<file path="config.mk">
export PLATFORM = sky130hd
export DESIGN_NAME = rx_word_align_ctrl
export DESIGN_NICKNAME = d
export VERILOG_FILES = /design/src/rtl/rx_align_pkg.sv /design/src/rtl/rx_comma_detect.sv /design/src/rtl/rx_word_align_ctrl.sv
export SDC_FILE = /design/constraint.sdc
export NUM_CORES = 1
export LEC_CHECK = 0
export BUFFER_PORTS_ARGS = -buffer_cell sky130_fd_sc_hd__clkbuf_2
export CORE_ASPECT_RATIO = 1.25
export CORE_MARGIN = 5
export CORE_UTILIZATION = 30
export CTS_CLUSTER_DIAMETER = 150
export DETAILED_ROUTE_END_ITERATION = 10
export GPL_TIMING_DRIVEN = 0
export PLACE_DENSITY = 0.51
export SYNTH_ARGS = -nofsm -noshare
export SYNTH_HDL_FRONTEND = slang
export SYNTH_SLANG_ARGS = --single-unit
</file>
<file path="constraint.sdc">
create_clock -name BitCLK -period 3.2 [get_ports BitCLK]
set_clock_uncertainty 0.1 [all_clocks]
set_input_delay 0 -clock BitCLK [delete_from_list [all_inputs] [get_ports BitCLK]]
set_output_delay 0 -clock BitCLK [all_outputs]
set_load 0.01 [all_outputs]
</file>
<file path="src/rtl/rx_align_pkg.sv">
// Shared types and comma codes for the 10b receive word-alignment path.
package rx_align_pkg;

  typedef enum logic [1:0] {
    HUNT   = 2'd0,
    VERIFY = 2'd1,
    LOCKED = 2'd2
  } align_state_t;

  localparam logic [9:0] K28_5_RDN = 10'h17C;
  localparam logic [9:0] K28_5_RDP = 10'h283;

endpackage

</file>
<file path="src/rtl/rx_comma_detect.sv">
// Combinational comma compare on a 10-bit window; extend here for other comma sets.
module rx_comma_detect
  import rx_align_pkg::*;
(
  input  logic [9:0] win,
  output logic       match
);

  assign match = (win == K28_5_RDN) || (win == K28_5_RDP);

endmodule

</file>
<file path="src/rtl/rx_word_align_ctrl.sv">
// Bit-clock word-alignment controller: comma hunt, lock verify and loss handling.
// Optional lock watchdog enabled by defining RX_ALIGN_WATCHDOG_EN.
//
// state  | meaning
// HUNT   | no word boundary known, waiting for any comma
// VERIFY | boundary set by a comma, counting aligned commas toward lock
// LOCKED | boundary trusted, counting misaligned commas toward loss
module rx_word_align_ctrl
  import rx_align_pkg::*;
#(
  parameter int LOCK_CNT   = 3,
  parameter int LOSS_CNT   = 4,
  parameter int WDOG_WORDS = 1024
) (
  input  logic       BitCLK,
  input  logic       Reset_n,
  input  logic       Serial,
  output logic [9:0] RxParallel_10,
  output logic       RxValid,
  output logic       CommaDet,
  output logic       Aligned,
  output logic [1:0] AlignState
);

  localparam int GW = $clog2(LOCK_CNT + 1);
  localparam int BW = $clog2(LOSS_CNT + 1);

  align_state_t  state_q, state_d;
  logic [9:0]    sh_q;
  logic [3:0]    phase_q, phase_d;
  logic [GW-1:0] good_q, good_d;
  logic [BW-1:0] bad_q, bad_d;
  logic [9:0]    par_q, par_d;
  logic          valid_q, valid_d;
  logic          comma_q, comma_d;
  logic [9:0]    win;
  logic          match;
  logic          boundary;
  logic          realign;

`ifdef RX_ALIGN_WATCHDOG_EN
  localparam int WW = $clog2(WDOG_WORDS + 1);
  logic [WW-1:0] wdog_q, wdog_d;
`else
  logic          unused_wdog_words;
  assign unused_wdog_words = (WDOG_WORDS > 0);
`endif

  assign win      = {Serial, sh_q[9:1]};
  assign boundary = (phase_q == 4'd9);

  rx_comma_detect u_comma_detect (
    .win   (win),
    .match (match)
  );

  always_comb begin
    state_d = state_q;
    phase_d = boundary ? 4'd0 : phase_q + 4'd1;
    good_d  = good_q;
    bad_d   = bad_q;
    par_d   = par_q;
    valid_d = 1'b0;
    comma_d = comma_q;
    realign = 1'b0;
`ifdef RX_ALIGN_WATCHDOG_EN
    wdog_d  = wdog_q;
`endif

    case (state_q)
      HUNT: begin
        if (match) realign = 1'b1;
      end
      VERIFY: begin
        if (boundary) begin
          par_d   = win;
          valid_d = 1'b1;
          comma_d = match;
          if (match) begin
            if (good_q != GW'(LOCK_CNT)) good_d = good_q + 1'b1;
            if (int'(good_q) + 1 >= LOCK_CNT) begin
              state_d = LOCKED;
              bad_d   = '0;
            end
          end
        end else if (match) begin
          realign = 1'b1;
        end
      end
      LOCKED: begin
        if (boundary) begin
          par_d   = win;
          valid_d = 1'b1;
          comma_d = match;
          if (match) begin
            bad_d = '0;
`ifdef RX_ALIGN_WATCHDOG_EN
            wdog_d = '0;
          end else if (int'(wdog_q) + 1 >= WDOG_WORDS) begin
            // Phase keeps running so HUNT still sees every bit offset.
            state_d = HUNT;
            good_d  = '0;
            bad_d   = '0;
            wdog_d  = '0;
          end else begin
            wdog_d = wdog_q + 1'b1;
`endif
          end
        end else if (match) begin
          if (int'(bad_q) + 1 >= LOSS_CNT) realign = 1'b1;
          else                             bad_d   = bad_q + 1'b1;
        end
      end
      default: state_d = HUNT;
    endcase

    if (realign) begin
      phase_d = 4'd0;
      par_d   = win;
      valid_d = 1'b1;
      comma_d = 1'b1;
      good_d  = GW'(1);
      bad_d   = '0;
      state_d = (LOCK_CNT == 1) ? LOCKED : VERIFY;
`ifdef RX_ALIGN_WATCHDOG_EN
      wdog_d  = '0;
`endif
    end
  end

  always_ff @(posedge BitCLK or negedge Reset_n) begin
    if (!Reset_n) begin
      state_q <= HUNT;
      sh_q    <= '0;
      phase_q <= '0;
      good_q  <= '0;
      bad_q   <= '0;
      par_q   <= '0;
      valid_q <= 1'b0;
      comma_q <= 1'b0;
`ifdef RX_ALIGN_WATCHDOG_EN
      wdog_q  <= '0;
`endif
    end else begin
      state_q <= state_d;
      sh_q    <= win;
      phase_q <= phase_d;
      good_q  <= good_d;
      bad_q   <= bad_d;
      par_q   <= par_d;
      valid_q <= valid_d;
      comma_q <= comma_d;
`ifdef RX_ALIGN_WATCHDOG_EN
      wdog_q  <= wdog_d;
`endif
    end
  end

  assign RxParallel_10 = par_q;
  assign RxValid       = valid_q;
  assign CommaDet      = comma_q;
  assign Aligned       = (state_q == LOCKED);
  assign AlignState    = state_q;

endmodule

</file>
==> flow_summary.yaml <==
detailed_routing:
  vias: 997
  detail_route.drc_violations: 0
  via_per_inst: 4.77
  dr.first_iter.drc_count: 42
  drt-pass1-iter-count: 4
  ant_nets: 0
  wl_per_cell_um: 12.6
  drt_wl_total_mm: 2.63
synth:
  synthTopCellsByArea: "dfrtp_1 54%, ha_1 8.5%, mux2_2 7.7%, nor2_1 2.3%, nand2_1 2.0%"
  netlist_area_um2: 1470
  edff_count_synth: 0
  synth.largest_area_cell: "dfrtp_1"
  yosysMostFrequentCell: "dfrtp_1"
  synth_compound_area_share_pct: 10.1
  yosys_warnings: 0
  seq_total_area_yosys_pct: 54.5
  synth_adder_area_share_pct: 8.51
  ys_ff_latch: 32
  postSynthNetCount: 135
  syn_inst: 122
  synth_top_cell_area_share_pct: 54.5
  synth_flop_type: "dfrtp_1"
  synth_async_sr_flop_share_pct: 100
  synth_cell_types: 39
  synth_area_per_cell_um2: 12.1
  ys_top_cells_by_count: "32 x dfrtp_1, 10 x ha_1, 10 x mux2_2"
  synth_xor_area_share_pct: 1.19
  synth_top_family_by_area: "simple AND/OR/NAND/NOR gates"
  synth.mux.area_fraction_pct: 8.34
  synth_simple_gate_area_share_pct: 14.8
floorplan:
  initial_utilization_pct: 31.1
  dieWidth_um: 72.6
  fp.dieH_um: 88.3
  die-area_um2: 6410
  core_area_um2: 4730
  std_cell_rows: 28
  top_level_ports: 18
clock_tree:
  ctsRootBufferMaster: "clkbuf_8"
  cts_sinks: 32
  ctsLongestPathBuffers: 2
  htree_num_levels: 2
  clk-insertion-delay-late_ps: 270
  clkSlewWorstSetupHoldPaths_ps: 70
  cts_hold_buf: 2
  numCtsBuffers: 5
  post_cts_resized: 0
  post_cts_setup_repair_buffer_count: 0
  clock_tree_from_tritoncts: "yes"
sta:
  timing.max_slew.rel_slack_pct: 47.1
  timing.final.crit_period_ps: 2800
  max_slew.worst_pin.slew_ps: 793
  hold_viol_final: 0
  finalSetupViolations: 0
  grt_setup_unrepaired: "no"
  drv_slew: 0
  final_min_period_over_clock_period_pct: 87.6
  maxClockFrequency_mhz: 357
  final.setup.tns_ps: 0
power_and_ir_drop:
  pwr_density_cell_nw_per_um2: 638
  overall_power_after_layout_w: 0.00111
  vdd_ir_drop_max_mv: 0.296
  static-leakage-power_nw: 0.784
worst_setup_path:
  crit_path_top_delay_cell: "dfrtp_1"
  critical-path-max-stage-delay_ps: 440
  cpMostUsedCell: "o21ai_1"
  critical_path.n_buffers_inverters: 2
  cp_top_family: "compound AO/OA/AOI/OAI gates"
  critical_path_arrival_ps: 2860
  critical_path_class: "reg -> reg"
  crit_fanout: 10
  critPathLaunchType: "register"
  crit_required_ps: 3260
  cp_cell_sequence: "inv_1 > ha_1 > o21ai_1 > a31oi_1 > nor3_1 > or3_1 > o21ai_1 > buf_4 > mux2_2"
  crit_end_element: "register"
global_route:
  grt_pass1_wl_mm: 4.60
  grt_overall_usage_pct: 9.15
  globalRouteOverflowTotal: 0
  largest_net_degree_at_the_start_of_global_routing: 33
  first_global_vias: 1024
  grt_antenna_before_repair: 0
finish:
  nets_finish: 161
  drive_gt1_share_pct: 26.8
  area_added_between_synthesis_and_finish_pct: 18.6
  layout.filler_cells: 484
  n_antenna_cell: 0
placement:
  count_of_port_buffers_added_during_placement: 17
  routabilityCongestion: 0.739
  detailedPlacementHpwl_mm: 1.97
hold_path:
  hold_path_class: "in -> async"
flow_run:
  max_cap_violations: 0
run_status:
  outcome: "finished, final reports clean"
-- path summary, 6_finish.rpt --
path                                                 to                 startpoint  slack (ps)  cells after the start
max                        RxParallel_10[5]$_DFFE_PN0P_  AlignState[0]$_DFFE_PN0P_         400                      9
min                           AlignState[1]$_DFFE_PN0P_                    Reset_n         240                      2
max reg2reg                RxParallel_10[5]$_DFFE_PN0P_  AlignState[0]$_DFFE_PN0P_         400                      9
min reg2reg                           sh_q[8]$_DFF_PN0_          sh_q[9]$_DFF_PN0_         310                      0
max in group asynchronous             sh_q[5]$_DFF_PN0_                    Reset_n        2260                      2
min in group BitCLK                   sh_q[9]$_DFF_PN0_                     Serial         300                      2
-- registers in the layout (all words and copies together), names as in the netlist --
signal / count
AlignState: 2
CommaDet: 1
RxParallel_10: 10
RxValid: 1
bad_q: 3
good_q: 2
phase_q: 4
sh_q: 9
-- report_power, final --
part / total, W / internal, W / switching (W)
Combinational: 0.000320 / 0.000149 / 0.000172
Clock: 0.000314 / 0.000171 / 0.000143
Sequential: 0.000478 / 0.000444 / 0.0000336
Total: 0.00111 / 0.000764 / 0.000348
-- area by class of cell --
cell class	count	area (µm²)	share of cell area (%)
sequential	32	801	45.9
multi-input combinational	81	632	36.3
timing repair buffer	19	105	6.03
clock buffer	6	82.6	4.74
tap	60	75.1	4.31
inverter	7	26.3	1.51
buffer	2	11.3	0.646
clock inverter	2	10.0	0.574
-- through the flow --
stage	setup slack, ps	cells	util, %	cell area [µm²]	hold slack [ps]
2_1_floorplan	634	122	-	1470	-396
3_3_place_gp	429	199	34.5	1630	24.6
3_5_place_dp	389	199	34.5	1630	30.7
4_1_cts	372	209	36.9	1740	272
5_1_grt	165	209	36.9	1740	312
6_report	398	209	36.9	1740	245
-- kinds of logic (layout without fill, tap and decap cells) --
| family | Yosys count | after routing |
|---|---|---|
| AND/OR/NAND/NOR | 37 | 37 |
| flip-flops | 32 | 32 |
| AO/OA/AOI/OAI | 21 | 21 |
| multiplexers | 11 | 11 |
| adder cells (fa/ha/maj) | 10 | 10 |
| buffers and inverters | 9 | 36 |
| XOR/XNOR | 2 | 2 |
-- layer usage --
layer	global-route usage [%]	vias to the layer above	wire length (µm)
met5	0	-	0
met4	3.02	0	22
met3	2.50	2	113
met2	15.8	20	1280
met1	11.0	486	1210
li1	-	489	-
-- placed cells by master (no fill, tap or decap), types with 2 or more instances in the layout --
| cell | instances |
|---|---|
| a21o_1 | 3 |
| a21oi_1 | 2 |
| clkbuf_2 | 17 |
| clkbuf_8 | 6 |
| clkinv_2 | 2 |
| dfrtp_1 | 32 |
| dlygate4sd3_1 | 2 |
| ha_1 | 10 |
| inv_1 | 7 |
| mux2_2 | 10 |
| nand2_1 | 8 |
| nand3_1 | 2 |
| nand4b_1 | 2 |
| nor2_1 | 9 |
| nor3_1 | 3 |
| nor3_2 | 2 |
| nor4b_1 | 2 |
| o21ai_0 | 2 |
| o21ai_1 | 2 |
| o22ai_1 | 2 |
| or3_1 | 2 |
Power figures use the tool's default switching activity.
